File: config.mk
export PLATFORM = sky130hd
export DESIGN_NAME = serial_compare
export DESIGN_NICKNAME = d
export VERILOG_FILES = /design/src/rtl/serial_compare.sv
export SDC_FILE = /design/constraint.sdc
export NUM_CORES = 1
export LEC_CHECK = 0
export BUFFER_PORTS_ARGS = -buffer_cell sky130_fd_sc_hd__buf_2
export CAP_MARGIN = 40
export CELL_PAD_IN_SITES_DETAIL_PLACEMENT = 2
export CELL_PAD_IN_SITES_GLOBAL_PLACEMENT = 2
export CORE_MARGIN = 2
export CORE_UTILIZATION = 35
export DETAILED_ROUTE_END_ITERATION = 8
export PLACE_DENSITY = 0.86
export SLEW_MARGIN = 20
export SYNTH_ARGS = -nofsm -noshare
export SYNTH_HDL_FRONTEND = slang
export SYNTH_SLANG_ARGS = --single-unit
File: constraint.sdc
create_clock -name clk -period 3 [get_ports clk]
set_input_delay 0.15 -clock clk [delete_from_list [all_inputs] [get_ports clk]]
set_output_delay 0.15 -clock clk [all_outputs]
set_load 0.02 [all_outputs]
File: src/rtl/serial_compare.sv
// Multi-cycle magnitude comparator: scans two operands most-significant digit
// first, DIGIT bits per cycle, and stops on the first digit that differs.
module serial_compare #(
    parameter int unsigned WIDTH = 8,
    parameter int unsigned DIGIT = 2
) (
    input  logic                            clk,
    input  logic                            rst,
    input  logic                            start,
    input  logic                            signedMode,
    input  logic [WIDTH-1:0]                a,
    input  logic [WIDTH-1:0]                b,
    output logic                            busy,
    output logic                            done,
    output logic                            aGtB,
    output logic                            aEqB,
    output logic                            aLtB,
    output logic [$clog2(WIDTH/DIGIT):0]    cycles
);

    localparam int unsigned N  = WIDTH / DIGIT;
    localparam int unsigned CW = $clog2(N) + 1;
    localparam int unsigned IW = (N > 1) ? $clog2(N) : 1;

    typedef enum logic {
        IDLE,
        SCAN
    } state_t;

    state_t           state;
    logic [IW-1:0]    idx;
    logic [WIDTH-1:0] a_q;
    logic [WIDTH-1:0] b_q;

    logic [DIGIT-1:0] in_da;
    logic [DIGIT-1:0] in_db;
    logic [DIGIT-1:0] sc_da;
    logic [DIGIT-1:0] sc_db;
    logic             sign_split;

    // Digit j counts from the most significant end.
    function automatic logic [DIGIT-1:0] digit_of(input logic [WIDTH-1:0] x,
                                                  input logic [IW-1:0]    j);
        digit_of = DIGIT'(x >> (DIGIT * (N - 1 - 32'(j))));
    endfunction

    // Differing signs decide a signed compare outright; with equal signs the
    // unsigned digit scan gives the right two's-complement ordering.
    assign sign_split = signedMode & (a[WIDTH-1] ^ b[WIDTH-1]);
    assign in_da      = digit_of(a, IW'(0));
    assign in_db      = digit_of(b, IW'(0));
    assign sc_da      = digit_of(a_q, idx);
    assign sc_db      = digit_of(b_q, idx);

    always_ff @(posedge clk or posedge rst) begin
        if (rst) begin
            state  <= IDLE;
            busy   <= 1'b0;
            done   <= 1'b0;
            aGtB   <= 1'b0;
            aEqB   <= 1'b0;
            aLtB   <= 1'b0;
            cycles <= '0;
            idx    <= '0;
            a_q    <= '0;
            b_q    <= '0;
        end else begin
            done <= 1'b0;
            unique case (state)
                IDLE: begin
                    if (start) begin
                        if (sign_split) begin
                            done   <= 1'b1;
                            aGtB   <= ~a[WIDTH-1];
                            aEqB   <= 1'b0;
                            aLtB   <= ~b[WIDTH-1];
                            cycles <= CW'(1);
                        end else if (in_da != in_db) begin
                            done   <= 1'b1;
                            aGtB   <= (in_da > in_db);
                            aEqB   <= 1'b0;
                            aLtB   <= (in_da < in_db);
                            cycles <= CW'(1);
                        end else if (N == 1) begin
                            done   <= 1'b1;
                            aGtB   <= 1'b0;
                            aEqB   <= 1'b1;
                            aLtB   <= 1'b0;
                            cycles <= CW'(1);
                        end else begin
                            a_q   <= a;
                            b_q   <= b;
                            idx   <= IW'(1);
                            state <= SCAN;
                            busy  <= 1'b1;
                        end
                    end
                end
                SCAN: begin
                    if (sc_da != sc_db) begin
                        done   <= 1'b1;
                        aGtB   <= (sc_da > sc_db);
                        aEqB   <= 1'b0;
                        aLtB   <= (sc_da < sc_db);
                        cycles <= CW'(idx) + CW'(1);
                        state  <= IDLE;
                        busy   <= 1'b0;
                    end else if (idx == IW'(N - 1)) begin
                        done   <= 1'b1;
                        aGtB   <= 1'b0;
                        aEqB   <= 1'b1;
                        aLtB   <= 1'b0;
                        cycles <= CW'(N);
                        state  <= IDLE;
                        busy   <= 1'b0;
                    end else begin
                        idx <= idx + IW'(1);
                    end
                end
                default: begin
                    state <= IDLE;
                    busy  <= 1'b0;
                end
            endcase
        end
    end

endmodule

=== Word-level counts from Yosys, hierarchy flattened ===
Index checks and enable logic that the tools add are counted.

* Register bits after elaboration: 27
* Output and inout port bits: 8
* Logic and storage cells: 86

* Add/sub/neg operators: 3
* $lt $le $gt $ge: 4
* Equal/unequal tests: 10
* Shifts and indexed selects: 2
* Muxes and demuxes: 46
* Bitwise operators: 7
* Reduce and logical (&&, ||, !) cells: 4

{| class="wikitable"
|+ Operators with widths
! operator !! number
|-
| $shr 8x32->2 || 2
|-
| $mux 1 || 28
|-
| $mux 3 || 5
|-
| $pmux 1 s2 || 6
|-
| $mux 2 || 5
|-
| $ne 2x2->1 const B || 5
|-
| $reduce_and 4->1 || 2
|-
| $pmux 3 s2 || 1
|-
| $not 1->1 || 5
|-
| $reduce_and 5->1 || 1
|-
| $gt 2x2->1 || 2
|-
| $lt 2x2->1 || 2
|-
| $ne 2x2->1 || 2
|-
| $pmux 2 s2 || 1
|-
| $add 2x1->3 const B || 1
|-
| $ne 3x1->1 const B || 1
|-
| $ne 3x3->1 const B || 1
|-
| $reduce_and 3->1 || 1
|-
| $sub 2x2->3 const A || 1
|-
| $add 2x1->2 const B || 1
|-
| $eq 2x2->1 const B || 1
|-
| $and 1x1->1 || 1
|-
| $xor 1x1->1 || 1
|}

=== Longest topological paths before layout ===
* Depth after elaboration: 5
* Gate-level depth with buffers: 9
* Depth with buffers taken out: 8

=== Least setup slack after synthesis ===
No wires, ideal clock.

* Path kind: reg-to-reg
* From: register idx[0]
* To: register cycles[1]
* Setup time: 122 ps
* Data arrival time: 2036 ps
* Setup slack: 843 ps
* Stages on the path, launching flop included: 9
* Path buffers: 1
* Clock period less this slack: 2157 ps
* Cells stage by stage: dfrtp_1 > buf_2 > mux4_2 > inv_1 > ha_1 > nand4b_1 > o21ai_2 > or2_1 > a32o_1

* Word-level cells in the longest chain between the ends: 5

{| class="wikitable"
|+ RTL lines
! element !! RTL line !! text
|-
| start: declaration || 31 || <nowiki>logic [IW-1:0] idx;</nowiki>
|-
| start signal: assignment || 117 || <nowiki>idx <= idx + IW'(1);</nowiki>
|-
| $sub 2x2->3 || 44 || <nowiki>digit_of = DIGIT'(x >> (DIGIT * (N - 1 - 32'(j))));</nowiki>
|-
| $shr 8x32->2 || 44 ||
|-
| $ne 2x2->1 || 100 || <nowiki>if (sc_da != sc_db) begin</nowiki>
|-
| $ne 3x1->1 (no source line) or $mux 3 (tied branches) || -- ||
|-
| $reduce_and 3->1 (no source line) or $pmux 3 s2 (tied branches) || -- ||
|-
| end signal: assignment || 105 || <nowiki>cycles <= CW'(idx) + CW'(1);</nowiki>
|-
| end signal: assignment || 113 || <nowiki>cycles <= CW'(N);</nowiki>
|-
| end: declaration || 18 || <nowiki>output logic [$clog2(WIDTH/DIGIT):0] cycles</nowiki>
|}

Several ways; a longest one is shown, not always the timed one.
A chain may end at the register's enable or synchronous reset.

=== Worst setup path in the final report ===
* From: register idx[0]
* To: register aGtB

* Word-level cells in the longest chain between the ends: 5

{| class="wikitable"
|+ RTL lines
! element !! RTL line !! text
|-
| $sub 2x2->3 || 44 ||
|-
| $shr 8x32->2 || 44 ||
|-
| $gt 2x2->1 or $ne 2x2->1 (tied branches) || 102, 100 ||
|-
| $mux 1 or $ne 3x1->1 (tied branches) || -- ||
|-
| $pmux 1 s2 or $reduce_and 3->1 (tied branches) || -- ||
|-
| end signal: assignment || 74 || <nowiki>aGtB <= ~a[WIDTH-1];</nowiki>
|-
| end signal: assignment || 80 || <nowiki>aGtB <= (in_da > in_db);</nowiki>
|-
| end signal: assignment || 102 || <nowiki>aGtB <= (sc_da > sc_db);</nowiki>
|-
| end: declaration || 15 || <nowiki>output logic aGtB,</nowiki>
|}

Several ways; a longest one is shown, not always the timed one.

==> results_dict.tcl <==
set metrics [dict create \
    fillers 404 \
    cp_max_fo 8 \
    syn_area_um2 1340 \
    cp_top_family "multiplexers" \
    vias_per_cell 5.09 \
    rows 22 \
    ys_ff_latch 27 \
    fin_util_pct 43.4 \
    post_cts_buffers 0 \
    die_x_um 66.0 \
    relSlewSlack_pct 72.0 \
    detail-route-antenna-nets 0 \
    initial_core_util_pct 36.4 \
    status "finished clean" \
    worst-path-buf-inv 1 \
    dieArea_um2 4350 \
    cp_slowest_cell "mux4_2" \
    cts_tree "built" \
    clkPwrFrac_pct 14.0 \
    grt_max_degree 21 \
    core_area_um2 3690 \
    crit_chain "mux4_2 > ha_1 > nand4b_1 > o21ai_2 > or2_1 > inv_2 > o22a_1" \
    power.density_nw_per_um2 934 \
    finalMaxSlewViolations 0 \
    p_switching_uw 550 \
    htreeDepth 1 \
    drive_above_1_share_pct 41.8 \
    tns_ns 0 \
    clock.fmax_mhz 406 \
    nets 160 \
    setup.worst_path.start_class "flop" \
    avgSynthCellArea_um2 12.9 \
    synthCells 104 \
    crit_arrival_ns 2.63 \
    drt-total-wl_mm 2.99 \
    clk_pin_slew_ns 0.09 \
    swShare_pct 36.8 \
    p_leak_uw 0.000766 \
    reg2reg_slack_ns 0.54 \
    hpwl_mm 2.31 \
    cp-end-kind "flop" \
    drtPass1Iterations 4 \
    finalHoldViolations 0 \
    hold_path_class "input pin to flop" \
    combPwrFrac_pct 44.7 \
    setup_violations 0 \
    vdd_drop_max_uv 313 \
    dpl_cell_area_um2 1550 \
    cap_viol_max_count 0 \
    drt_iter0_markers 21 \
    io_pins 28 \
    vias 927 \
    final_cells 182 \
    drcViolationCount 0 \
    synth-seq-area-share_pct 50.3 \
    grt_pass1_wl_mm 5.18 \
    finClkSkew_ns 0.00848 \
    cts_sinks 27 \
    yosysWarnings 0 \
    internal_power_uw 945 \
    required_ns 3.17 \
    wire_per_inst_um 16.4 \
    gr-usage-all-layers_pct 16.0 \
    layout_common_cells "dfrtp_1 (27), buf_2 (27), mux2_2 (10)" \
    r2r-start "idx[0]" \
    period_share_pct 82.0 \
    hold_end "b_q[0]" \
    cts_root_buf "clkbuf_8" \
    clk_path_buf_depth 2 \
    ys_types 32 \
    final_cell_area_um2 1600 \
    grt_pass1_vias 1024 \
    cts_buffers 3 \
    fin_crit_ns 2.46 \
    hold_slack_ns 0.0916 \
    dp_cells 177 \
    gp_congestion 0.740 \
    antenna_found_initial 0 \
    r2r-end "aGtB" \
    synth_fp_nets 129 \
    path_class "flop to flop" \
    hold_start "b[0]" \
    insertion_delay_ns 0.28 \
    pwr-share-seq_pct 41.3 \
    worstHoldPathCells 2 \
    n_antenna_cell 0 \
    rsz0062_at_grt "false" \
    tightestPinTransition_ns 0.415 \
    syn2layout_area_growth_pct 19.2 \
    crit_path_max_incr_delay_ns 0.57 \
    reg2reg_depth 7 \
    port_buffers 27 \
    grt_remaining_overflow 0 \
    fp.dieH_um 66.0 \
]
-- cells in the mapped netlist (all sizes together) --
cell type	instances	area (um2)
mux2	15	188
a21o	1	7.51
o21ai	7	38.8
or2	1	6.26
and2b	1	8.76
nand3	2	22.5
nor2b	1	6.26
a2bb2oi	1	15.0
mux4	4	90.1
a311oi	1	8.76
nand4b	1	8.76
nor2	1	3.75
a32o	1	10.0
nand2b	5	31.3
inv	10	37.5
a31oi	1	6.26
dfrtp	27	676
o2bb2ai	2	17.5
a21oi	2	10.0
or2b	1	7.51
nand3b	1	7.51
o32a	1	10.0
buf	3	21.3
ha	5	62.6
nand2	7	26.3
a22oi	1	7.51
o22a	1	8.76
-- worst max-delay path by stage --
stage,start,to,slack (ns),cells after the start
2_1_floorplan,idx[0],cycles[1],0.84,8
3_3_place_gp,idx[0],cycles[1],0.72,7
3_5_place_dp,idx[0],cycles[1],0.58,7
4_1_cts,idx[0],aGtB,0.52,7
5_1_grt,idx[0],aGtB,0.35,7
6_report,idx[0],aGtB,0.54,7
-- stage by stage --
step / total power (uW) / setup slack [ns]
floorplan: 1100 / 0.843
global placement: 1240 / 0.720
detailed placement: 1290 / 0.580
CTS: 1520 / 0.519
global route: 1630 / 0.355
finish: 1500 / 0.540
-- power by group through the flow --
stage | logic, uW | registers [uW] | clock network, uW
5_1_grt | 755 | 640 | 231
4_1_cts | 681 | 620 | 217
6_report | 669 | 618 | 209
2_1_floorplan | 487 | 614 | 0
3_3_place_gp | 626 | 615 | 0
3_5_place_dp | 665 | 621 | 0
-- state kept, by name (all words and copies together) (netlist names), 2 cells and up --
register and count:
b_q 8, cycles 3, idx 2, a_q 8
-- final cells by class --
cell class / instances / area [um2] / share of cell area (%)
Timing Repair Buffer: 29 / 173 / 10.8
Sequential cell: 27 / 676 / 42.2
Clock buffer: 3 / 41.3 / 2.58
Clock inverter: 1 / 5.00 / 0.312
Multi-Input combinational cell: 64 / 609 / 38.0
Inverter: 10 / 37.5 / 2.34
Tap cell: 48 / 60.1 / 3.75
-- cells by family (layout without fill, tap and decap cells) --
family / after synthesis / count (layout) / synth area share [%]
flip-flops: 27 / 27 / 50.3
AND/OR/NAND/NOR: 21 / 21 / 9.59
AO/OA/AOI/OAI: 19 / 19 / 10.4
multiplexers: 19 / 19 / 20.7
buffers and inverters: 13 / 43 / 4.38
adder cells (fa/ha/maj): 5 / 5 / 4.66
-- metal layers --
metal / track usage, % / part of all wire [%] / vias to the layer above
li1: - / - / 432
met4: 6.89 / 2.1 / 0
met3: 1.19 / 3.3 / 5
met2: 26.9 / 51 / 21
met1: 21.2 / 44 / 469
met5: 0 / 0 / -
-- timing repair --
item,in CTS,in global routing
hold endpoints to repair,7,0
resized for setup,0,0
hold buffers,1,0
No activity file was read; power rests on OpenSTA's default activity.
